### src/rtl/me_pkg.sv
// Shared constants, derived geometry and FSM encoding
// for the current-block fetch path.
package me_pkg;

  localparam int unsigned FRAME_W = 64;
  localparam int unsigned FRAME_H = 64;
  localparam int unsigned BLK     = 16;
  localparam int unsigned DW      = 32;
  localparam int unsigned AW      = 10;

  localparam int unsigned WPR = FRAME_W * 8 / DW;
  localparam int unsigned WB  = BLK * 8 / DW;
  localparam int unsigned NBX = FRAME_W / BLK;
  localparam int unsigned NBY = FRAME_H / BLK;

  function automatic int unsigned cw(input int unsigned n);
    return (n > 1) ? $clog2(n) : 1;
  endfunction

  localparam int unsigned BXW = cw(NBX);
  localparam int unsigned BYW = cw(NBY);
  localparam int unsigned RW  = cw(BLK);
  localparam int unsigned CW  = cw(WB);

  typedef enum logic [1:0] {
    IDLE,
    RUN,
    HOLD,
    DONE
  } state_t;

endpackage

### src/rtl/cur_fetch_if.sv
// CurBuffer request/response and frame SRAM bus
// bundled for the current-block fetcher.
interface cur_fetch_if;
  import me_pkg::*;

  logic          read_en;
  logic          next_block;
  logic          mem_rd;
  logic [AW-1:0] mem_addr;
  logic [DW-1:0] mem_rdata;
  logic [DW-1:0] cur_data;
  logic          cur_valid;
  logic          block_done;

  modport master (
    input  read_en,
    input  next_block,
    input  mem_rdata,
    output mem_rd,
    output mem_addr,
    output cur_data,
    output cur_valid,
    output block_done
  );

  modport slave (
    output read_en,
    output next_block,
    output mem_rdata,
    input  mem_rd,
    input  mem_addr,
    input  cur_data,
    input  cur_valid,
    input  block_done
  );

endinterface

### src/rtl/blk_addr_gen.sv
// Block-raster walker: block position, in-block row/col
// and the frame SRAM word address they select.
module blk_addr_gen
  import me_pkg::*;
(
  input  logic          clk,
  input  logic          rst,
  input  logic          inc_word,
  input  logic          adv_block,
  input  logic          clear,
  output logic [AW-1:0] addr,
  output logic          last_word,
  output logic          last_block
);

  logic [BXW-1:0] bx;
  logic [BYW-1:0] by;
  logic [RW-1:0]  row;
  logic [CW-1:0]  col;

  logic bx_wrap;
  logic col_wrap;

  assign col_wrap   = (col == CW'(WB - 1));
  assign bx_wrap    = (bx == BXW'(NBX - 1));
  assign last_word  = (row == RW'(BLK - 1)) && col_wrap;
  assign last_block = bx_wrap && (by == BYW'(NBY - 1));

  assign addr = AW'((32'(by) * BLK + 32'(row)) * WPR
                    + 32'(bx) * WB + 32'(col));

  // releasing the final block parks everything at block 0
  always_ff @(posedge clk or negedge rst) begin
    if (!rst) begin
      bx  <= '0;
      by  <= '0;
      row <= '0;
      col <= '0;
    end else if (clear || (adv_block && last_block)) begin
      bx  <= '0;
      by  <= '0;
      row <= '0;
      col <= '0;
    end else if (adv_block) begin
      row <= '0;
      col <= '0;
      if (bx_wrap) begin
        bx <= '0;
        by <= by + 1'b1;
      end else begin
        bx <= bx + 1'b1;
      end
    end else if (inc_word) begin
      if (col_wrap) begin
        col <= '0;
        row <= row + 1'b1;
      end else begin
        col <= col + 1'b1;
      end
    end
  end

endmodule

### src/rtl/cur_fetch.sv
// Current-block fetch: request FSM plus the one-deep
// read-data/valid stage toward the CurBuffer.
module cur_fetch
  import me_pkg::*;
(
  input  logic       clk,
  input  logic       rst,
  input  logic       start,
  output logic       frame_done,
  output logic       busy,
  cur_fetch_if.master bus
);

  state_t state_q, state_d;

  logic run, hold, idle_like;
  logic rd, adv, clr;
  logic last_word, last_block;
  logic vld_q, bd_q, fd_q;
  logic [DW-1:0] data_q;

  assign run       = (state_q == RUN);
  assign hold      = (state_q == HOLD);
  assign idle_like = (state_q == IDLE) || (state_q == DONE);

  assign rd  = run & bus.read_en & ~bus.next_block;
  assign adv = (run | hold) & bus.next_block;
  assign clr = idle_like & start;

  blk_addr_gen u_addr (
    .clk        (clk),
    .rst        (rst),
    .inc_word   (rd),
    .adv_block  (adv),
    .clear      (clr),
    .addr       (bus.mem_addr),
    .last_word  (last_word),
    .last_block (last_block)
  );

  always_comb begin
    state_d = state_q;
    unique case (state_q)
      IDLE, DONE: if (start) state_d = RUN;
      RUN: begin
        if (adv)
          state_d = last_block ? DONE : RUN;
        else if (rd && last_word)
          state_d = HOLD;
      end
      HOLD: if (adv) state_d = last_block ? DONE : RUN;
      default: state_d = IDLE;
    endcase
  end

  always_ff @(posedge clk or negedge rst) begin
    if (!rst) begin
      state_q <= IDLE;
      vld_q   <= 1'b0;
      bd_q    <= 1'b0;
      fd_q    <= 1'b0;
      data_q  <= '0;
    end else begin
      state_q <= state_d;
      vld_q   <= rd;
      bd_q    <= rd & last_word;
      fd_q    <= adv & last_block;
      if (vld_q) data_q <= bus.mem_rdata;
    end
  end

  // SRAM output is live only in the return cycle
  assign bus.cur_data   = vld_q ? bus.mem_rdata : data_q;
  assign bus.cur_valid  = vld_q;
  assign bus.block_done = bd_q;
  assign bus.mem_rd     = rd;
  assign frame_done     = fd_q;
  assign busy           = run | hold;

endmodule

### src/flat_wrapper.sv
// flat-port wrapper written by rule: the top's interface ports become plain ports
module cur_fetch_flat import me_pkg::*;
  (clk, rst, start, frame_done, busy, bus_read_en, bus_next_block, bus_mem_rdata, bus_mem_rd, bus_mem_addr, bus_cur_data, bus_cur_valid, bus_block_done);
  cur_fetch_if bus_i ();
  input  logic clk;
  input  logic rst;
  input  logic start;
  output logic frame_done;
  output logic busy;
  input wire logic [$bits(bus_i.read_en)-1:0] bus_read_en;
  input wire logic [$bits(bus_i.next_block)-1:0] bus_next_block;
  input wire logic [$bits(bus_i.mem_rdata)-1:0] bus_mem_rdata;
  output wire logic [$bits(bus_i.mem_rd)-1:0] bus_mem_rd;
  output wire logic [$bits(bus_i.mem_addr)-1:0] bus_mem_addr;
  output wire logic [$bits(bus_i.cur_data)-1:0] bus_cur_data;
  output wire logic [$bits(bus_i.cur_valid)-1:0] bus_cur_valid;
  output wire logic [$bits(bus_i.block_done)-1:0] bus_block_done;
  assign bus_i.read_en = bus_read_en;
  assign bus_i.next_block = bus_next_block;
  assign bus_i.mem_rdata = bus_mem_rdata;
  assign bus_mem_rd = bus_i.mem_rd;
  assign bus_mem_addr = bus_i.mem_addr;
  assign bus_cur_data = bus_i.cur_data;
  assign bus_cur_valid = bus_i.cur_valid;
  assign bus_block_done = bus_i.block_done;
  cur_fetch u_core (.clk(clk), .rst(rst), .start(start), .frame_done(frame_done), .busy(busy), .bus(bus_i));
endmodule
### config.mk
export PLATFORM = sky130hd
export DESIGN_NAME = cur_fetch_flat
export DESIGN_NICKNAME = d
export VERILOG_FILES = /design/src/rtl/me_pkg.sv /design/src/rtl/cur_fetch_if.sv /design/src/rtl/blk_addr_gen.sv /design/src/rtl/cur_fetch.sv /design/src/flat_wrapper.sv
export SDC_FILE = /design/constraint.sdc
export NUM_CORES = 1
export LEC_CHECK = 0
export ABC_CLOCK_PERIOD_IN_PS = 3500
export BUFFER_PORTS_ARGS = -buffer_cell sky130_fd_sc_hd__buf_4
export CAP_MARGIN = 20
export CORE_MARGIN = 2
export CORE_UTILIZATION = 40
export CTS_CLUSTER_DIAMETER = 60
export DETAILED_ROUTE_END_ITERATION = 8
export GPL_TIMING_DRIVEN = 0
export PLACE_DENSITY = 0.79
export SETUP_SLACK_MARGIN = 0.5
export SLEW_MARGIN = 20
export SYNTH_ARGS = -nofsm -noshare
export SYNTH_HDL_FRONTEND = slang
export SYNTH_SLANG_ARGS = --single-unit
### constraint.sdc
create_clock -name clk -period 3.5 [get_ports clk]
set_clock_uncertainty 0.15 [all_clocks]
set_input_delay 0.7 -clock clk [delete_from_list [all_inputs] [get_ports clk]]
set_output_delay 0.7 -clock clk [all_outputs]
set_load 0.005 [all_outputs]
==> parameters.txt <==
Parameter                              Value

STA
  Final setup vio count    0
  Fin. max-slew vios    0
  Final critical delay including setup and external delays    around 2.5 ns
  RSZ-0062 raised after global routing    false
  Worst setup slack after layout    1.01 ns
  Total negative setup slack    0 ns
  Worst hold slack    0.260 ns
  Final Hold Vio Count    0
  Worst Tran Pin Value    0.577 ns
  Fmax    401 MHz
  Max_slew headroom    61.5%
  Final period util    71.2%

Place
  Routability congestion estimate from global placement    0.814
  Minimum setup slack after placement    1.31 ns
  Quantity of I/O buffers inserted on ports    a little over 80
  HPWL after detailed placement    3090 µm

CTS
  Library cell used as clock root buffer    clkbuf_8
  CTS buffer count    5
  Number of gates resized after CTS    0
  Max H-tree Level    2
  Maximum clock path buffer count    2
  Hold buffer count at cts    0
  Clk pin slew, worst setup/hold paths    0.08 ns
  # Post-CTS Setup Buffers    0
  Clock tree from TritonCTS    done
  Clock latency reported for the late side of the worst-skew pair    0.29 ns
  CTS sink cnt    47

Floorplan
  Chip width    74.3 µm
  Full die area    approximately 5500 µm²
  # IOs    84
  Initial Utilization    ~42%
  Core area    between 4000 and 5000 µm²
  Die Height    74.3 µm
  Number of placement rows    25

Drt
  Detailed Route WL    4010 µm
  First-pass iteration count of the detailed router    4
  Remaining antenna violation count after routing    0
  Number of DRC violations after detailed routing    0
  Final routed wire length divided by cell count    about 13 µm
  Via-per-instance ratio    around 4.6
  Violation count after the first detailed-route iteration    46
  Via count of the routed design    1425

Global routing
  Total track usage    about 14%
  Pin count of the biggest net entering global routing    48
  Total grt overflow    0
  Wire length of the first global-routing pass    a little over 6000 µm
  Initial antenna violation count    0
  Vias in the first global route    1368

Final layout
  Synthesis-to-finish area growth    40.2%
  Area used by multi-input combinational logic    approximately 740 µm²
  Fillers    400
  Share of cells above drive strength 1    roughly 52%
  Seq. cell area    1180 µm²
  Diodes inserted    0
  Nets    284

Critical path
  Launching element type of the critical path    flip-flop
  Category of the worst setup path capture point    output port
  Maximum net fanout on the critical path    10
  Required time worst endpoint    ~2.7 ns
  Type of the worst setup path    flip-flop to output port
  Critical path data arrival time    1.64 ns

Synth
  Post-synthesis cell type count    29
  Cell area after synthesis    1980 µm²
  #FFs+latches synth    47
  Proportion of register bits with asynchronous set or reset after synthesis    between 90% and 100%
  Share of the yosys chip area belonging to registers    between 50 and 60%
  Ys flop type    dfrtp_1
  Post-Syn Nets    around 190
  Synth Instances    151
  Yosys warning total    0
  Number of flops mapped to enable cells by yosys    0
  Mean Syn Cell Area    13.1 µm²

Flow run
  Max cap viols    0

Outcome
  Run status    finished, final reports clean

Power and ir drop
  Maximum vdd drop    0.257 mV
  Reported leakage power    roughly 1.4 nW
  Total power per unit cell area    719 nW/µm²

Hold path
  Hold Path Class    input pin to asynchronous set/reset pin
## Yosys cell counts, types with 2 or more instances
library cell   n  area [µm²]
dfrtp_1       47        1180
clkbuf_1       2        7.51
nor3_1         2        10.0
buf_2          3        15.0
o211ai_1       2        15.0
mux2_2        30         338
ha_1           6        75.1
a21oi_1        6        30.0
and4b_1        2        20.0
nand2_1       12        45.0
o21ai_0        3        15.0
nand3_1        3        15.0
mux2_1         2        22.5
xor2_1         2        17.5
inv_1          6        22.5
nor4_1         2        12.5
nor2_1         9        33.8
## cell usage in the layout, fill, tap and decap left out, types with 3 or more instances in the layout
cell type,count
nand3_1,3
clkbuf_8,6
a21oi_1,6
mux2_2,30
inv_1,6
buf_2,3
dfrtp_1,47
nand2_1,12
o21ai_0,3
nor2_1,9
ha_1,6
buf_4,83
## worst paths after layout
kind                                      start              endpoint  slack, ns  cells after the start
max                        u_core.bus.cur_valid      bus_cur_data[29]       1.01                      4
min                                         rst     u_core.data_q[27]       0.26                      1
max reg2reg                   u_core.state_q[0]  u_core.u_addr.row[0]       1.75                      6
min reg2reg                    u_core.data_q[2]      u_core.data_q[2]       0.34                      1
max in group asynchronous                   rst     u_core.data_q[11]       2.55                      1
min in group clk               u_core.data_q[2]      u_core.data_q[2]       0.34                      1
## report_power, final
group	switching, mW	internal, mW
clock	0.161	0.155
sequential	0.0676	0.756
combinational	0.349	0.503
total	0.577	1.41
## flip-flops by register name, summed over array words and instances (netlist names)
name	count
u_core.u_addr.by	2
u_core.frame_done	1
u_core.bus.block_done	1
u_core.u_addr.col	2
u_core.u_addr.bx	2
u_core.data_q	32
u_core.bus.cur_valid	1
u_core.u_addr.row	4
u_core.state_q	2
## kinds of logic (layout without fill, tap and decap cells)
kind of cell    Yosys count  after routing  synth area share [%]
compound gates           15             15                  5.00
flops                    47             47                  59.5
simple gates             35             35                  8.80
xor+xnor                  3              3                  1.33
fa+ha+maj                 6              6                  3.80
mux                      33             33                  18.7
buf+inv                  12            102                  2.85
## worst max-delay path, cell delays in order, from the launching register on
cell and delay (ns):
dfrtp_1 0.35, clkbuf_1 0.20, buf_2 0.29, mux2_2 0.38
buf_4 0.14
## through the flow
| step | total power [mW] | cell area (µm²) | instances | util [%] |
|---|---|---|---|---|
| after floorplan | 1.23 | 1980 | 151 | - |
| after CTS | 2.03 | 2770 | 308 | 58.3 |
| after global routing | 2.14 | 2770 | 308 | 58.3 |
| after detailed placement | 1.70 | 2680 | 301 | 56.4 |
| after global placement | 1.67 | 2680 | 301 | 56.4 |
| final | 1.99 | 2770 | 308 | 58.3 |
## layer usage
layer / track usage (%) / up-vias / part of all wire (%)
li1: - / 705 / -
met1: 17.0 / 660 / 42
met2: 24.6 / 58 / 48
met3: 5.42 / 2 / 9.1
met4: 4.76 / 0 / 0.42
met5: 0 / - / 0
## layout make-up
type	instances	area share [%]
clock buffer	6	2.98
buffer	6	1.22
inverter	6	0.813
sequential	47	42.4
multi-input combinational	92	26.9
clock inverter	1	0.181
tap	67	3.02
timing repair buffer	83	22.5
(Power assumes the default switching activity.)
